==> src/rtl/uart_tx_serializer.sv <==
// uart_tx_serializer: turns a parallel word into a UART frame, one bit per CLK.
// The frame is start, data LSB first, optional parity, then stop; TX_OUT and busy are registered.
module uart_tx_serializer #(
   parameter int Data_width = 8
) (
   input  logic                  CLK,
   input  logic                  RST,
   input  logic [Data_width-1:0] P_DATA,
   input  logic                  Data_Valid,
   input  logic                  PAR_EN,
   input  logic                  PAR_TYP,
   output logic                  TX_OUT,
   output logic                  busy
);
   localparam int CW = (Data_width > 1) ? $clog2(Data_width) : 1;
   localparam logic [CW-1:0] LAST = CW'(Data_width - 1);

   typedef enum logic [2:0] {IDLE, START, DATA, PARITY, STOP} state_t;

   state_t                state_q, state_d;
   logic [CW-1:0]         cnt_q, cnt_d;
   logic [Data_width-1:0] data_q, data_d;
   logic                  par_en_q, par_en_d;
   logic                  par_q, par_d;
   logic                  tx_q, tx_d;
   logic                  busy_q, busy_d;

   always_ff @(posedge CLK or negedge RST) begin
      if (!RST) begin
         state_q  <= IDLE;
         cnt_q    <= '0;
         data_q   <= '0;
         par_en_q <= 1'b0;
         par_q    <= 1'b0;
         tx_q     <= 1'b1;
         busy_q   <= 1'b0;
      end else begin
         state_q  <= state_d;
         cnt_q    <= cnt_d;
         data_q   <= data_d;
         par_en_q <= par_en_d;
         par_q    <= par_d;
         tx_q     <= tx_d;
         busy_q   <= busy_d;
      end
   end

   // Outputs are decoded from the state being entered, so they line up with it.
   always_comb begin
      state_d  = state_q;
      cnt_d    = cnt_q;
      data_d   = data_q;
      par_en_d = par_en_q;
      par_d    = par_q;
      tx_d     = 1'b1;
      busy_d   = 1'b0;
      case (state_q)
         IDLE: begin
            cnt_d = '0;
            if (Data_Valid) begin
               data_d   = P_DATA;
               par_en_d = PAR_EN;
               par_d    = (^P_DATA) ^ PAR_TYP;
               state_d  = START;
               tx_d     = 1'b0;
               busy_d   = 1'b1;
            end
         end
         START: begin
            state_d = DATA;
            cnt_d   = '0;
            tx_d    = data_q[0];
            busy_d  = 1'b1;
         end
         DATA: begin
            busy_d = 1'b1;
            if (cnt_q == LAST) begin
               state_d = par_en_q ? PARITY : STOP;
               tx_d    = par_en_q ? par_q : 1'b1;
            end else begin
               cnt_d = cnt_q + 1'b1;
               tx_d  = data_q[cnt_d];
            end
         end
         PARITY: begin
            state_d = STOP;
            busy_d  = 1'b1;
         end
         STOP:    state_d = IDLE;
         default: state_d = IDLE;
      endcase
   end

   assign TX_OUT = tx_q;
   assign busy   = busy_q;
endmodule
==> config.mk <==
export PLATFORM = sky130hd
export DESIGN_NAME = uart_tx_serializer
export DESIGN_NICKNAME = d
export VERILOG_FILES = /design/src/rtl/uart_tx_serializer.sv
export SDC_FILE = /design/constraint.sdc
export NUM_CORES = 1
export LEC_CHECK = 0
export CORE_UTILIZATION = 45
export CTS_BUF_LIST = sky130_fd_sc_hd__clkbuf_8 sky130_fd_sc_hd__clkbuf_16
export CTS_CLUSTER_DIAMETER = 60
export DETAILED_ROUTE_END_ITERATION = 6
export PLACE_DENSITY = 0.7
export SLEW_MARGIN = 20
export SYNTH_ARGS = -nofsm -noshare
export SYNTH_HDL_FRONTEND = slang
export SYNTH_SLANG_ARGS = --single-unit
==> constraint.sdc <==
create_clock -name CLK -period 3.4 [get_ports CLK]
set_input_delay 0.51 -clock CLK [delete_from_list [all_inputs] [get_ports CLK]]
set_output_delay 0.51 -clock CLK [all_outputs]
set_load 0.03 [all_outputs]
==> metrics.yaml <==
status:
  status: "completed"
placement:
  gp_congestion: 0.749
  port_buffers: 14
  dp.final_hpwl_um: 1090
worst_hold_path:
  hold_path_depth: 1
  min-delay-start: "data_q[4]"
  worstHoldEndpoint: "data_q[4]"
  hold_class: "flip-flop to flip-flop"
routing:
  drt_iter0_drc: 7
  drt-pass1-iter-count: 4
  viasPerCell: 5.27
  ant_nets: 0
  route.detailed.drc: 0
  wl_per_cell_um: 13.1
  vias: 585
  wl_um: 1450
yosys:
  synth.distinct_cells: 30
  ys.warnings.count: 0
  syn_area_per_cell_um2: 12.8
  synth.most_common_cell: "dfrtp_1"
  synth_top_area_share: 0.468
  synth_top_cell_by_area: "dfrtp_1"
  synthTopCellsByArea: "dfrtp_1 47%, mux2_2 12%, xnor2_1 4.8%"
  ys_seq_area_frac: 0.497
  synth_nets: 86
  syn_area_um2: 908
  synth_top_cells_by_count: "17 x dfrtp_1, 10 x mux2_2, 5 x xnor2_1"
  syn_inst: 71
  synth_edf_count: 0
  synthArstFlopShare: 1.00
  synth-seq-cells: 18
  synth_ff_type: "dfrtp_1"
timing:
  fin_crit_sh: 0.566
  clock_skew_ps: 3.09
  worst_pin_slew_ps: 793
  max-slew-margin-rel: 0.469
  min_period_ps: 1920
  clock.fmax_mhz: 520
  rsz0062_at_grt: "no"
  setup_viol: 0
  maxSlewViolCount: 0
  setup_tns_ps: 0
  timing.hold.ws_ps: 502
  hold_viol: 0
worst_setup_path:
  reg2reg_setup_slack_ps: 1570
  slowest_delay_ps: 650
  startpoint_type: "flip-flop"
  worstReg2RegEnd: "cnt_q[0]"
  path_cells: "clkdlybuf4s50_1"
  cp_data_arrival_time_ps: 1410
  crit_buf_inv: 1
  r2r_start: "cnt_q[0]"
  crit_slowest_cell: "clkdlybuf4s50_1"
  cp_top_family: "buffers and inverters"
  worst-setup-path-type: "flip-flop to primary output"
  worstPathRequired_ps: 2890
  r2r_cells: 5
  critPathMaxFanout: 1
  cp-end-kind: "primary output"
clock_network:
  cts.path.max_buffers: 2
  h-tree-depth: 1
  clkSinkCount: 18
  numCtsBuffers: 3
  cts_tree: "done"
  post_cts_buffers: 0
  clock_latency_ps: 250
  cts_root_buf: "clkbuf_8"
  cts.clk_slew.worst_paths_ps: 70
  ctsResizeCount: 0
  hold_buffers: 0
cells_and_area:
  syn_to_final_growth_pct: 23.4
  fin_nets: 102
  diodes: 0
  drive_above_1_share: 0.221
  fill_cells: 158
power_and_ir_drop:
  ir_drop_mv: 0.378
  power_leakage_nw: 0.472
  p_per_area_mw_per_mm2: 823
grt:
  grt_pass1_wl_um: 2390
  antenna_found_initial: 0
  grt_usage: 0.160
  overflow: 0
  grt_max_degree: 19
  grt_pass1_vias: 527
floorplan:
  rows: 15
  io_pins: 15
  initial_core_util: 0.504
  chipHeight_um: 46.9
  die_w_um: 46.9
  die_area_mm2: 0.00220
  core_area_mm2: 0.00180
run:
  max_cap_viol_count: 0
==> report_power, final <==
group,leakage (nW),switching (mW),internal (mW),total (mW)
clock network,0.0288,0.0703,0.103,0.173
logic,0.225,0.136,0.216,0.351
registers,0.218,0.0838,0.314,0.398
total,0.472,0.290,0.633,0.922
==> through the flow <==
stage	power [mW]	util	instance area (um2)	worst slack [ps]	cells
2_1_floorplan	0.667	-	908	1690	71
3_3_place_gp	0.750	0.592	1070	1280	107
3_5_place_dp	0.757	0.592	1070	1270	107
4_1_cts	0.929	0.622	1120	1470	111
5_1_grt	0.984	0.622	1120	1440	111
6_report	0.922	0.622	1120	1480	111
==> sequential cells by signal, summed over array words and instances (netlist names) <==
signal and cells:
par_en_q 1, par_q 1, data_q 8, TX_OUT 1, cnt_q 3, busy 1
state_q 3
==> how the worst max path moves through the flow <==
stage                     startpoint        end  slack (ps)  cells past startpoint
after floorplan             cnt_q[0]   cnt_q[0]        1690                      5
after global placement    Data_Valid  data_q[3]        1280                      4
after detailed placement   P_DATA[2]      par_q        1270                      5
after CTS                     TX_OUT     TX_OUT        1470                      1
after global routing          TX_OUT     TX_OUT        1440                      1
final                         TX_OUT     TX_OUT        1480                      1
==> area by class of cell <==
cell class | instances | area, um2 | share of cell area
multi-input combinational | 49 | 439 | 0.392
tap | 25 | 31.3 | 0.0279
timing repair buffer | 14 | 140 | 0.125
clock buffer | 4 | 55.1 | 0.0491
sequential | 18 | 452 | 0.403
inverter | 1 | 3.75 | 0.00335
==> layout by cell type, fill, tap and decap left out <==
master / netlist / final
and2_1: 1 / 1
nor3_1: 2 / 2
o21bai_1: 1 / 1
xor2_1: 1 / 1
a22o_2: 1 / 1
a211oi_1: 1 / 1
mux2_2: 10 / 10
nor2b_1: 2 / 2
inv_1: 1 / 1
clkdlybuf4s50_1: 0 / 14
or2_2: 1 / 1
o21ai_0: 1 / 1
xnor3_1: 1 / 1
mux2i_1: 1 / 1
or3b_2: 1 / 1
nor2_1: 4 / 4
dfrtp_1: 17 / 17
nor3b_1: 1 / 1
ha_1: 2 / 2
a31oi_1: 1 / 1
nand2_1: 2 / 2
mux4_1: 1 / 1
a22o_1: 4 / 4
dfstp_2: 1 / 1
mux4_2: 1 / 1
a21oi_1: 2 / 2
o211ai_1: 1 / 1
xnor2_1: 5 / 5
o21ai_1: 1 / 1
clkbuf_8: 0 / 4
==> cells by family (layout without fill, tap and decap cells) <==
group,Yosys count,count (layout),synth area share
mux,13,13,0.189
fa+ha+maj,2,2,0.0275
simple gates,14,14,0.0813
buf+inv,4,19,0.0193
compound gates,13,13,0.103
flops,18,18,0.497
xor+xnor,7,7,0.0826
==> worst reg2reg max path, cell delays in order (launching register included) <==
cell	delay, ps
dfrtp_1	460
ha_1	240
ha_1	230
or2_2	320
mux2_2	270
a22o_2	200
==> metal layers <==
metal  GRT usage  up-vias  part of all wire  wire length [um]
li1            -      289                 -                 -
met1       0.211      283              0.46               668
met2       0.256       11              0.50               720
met3      0.0346        2             0.032                47
met4      0.0686        0            0.0097                14
met5           0        -                 0                 0
Power figures use the tool's default switching activity.
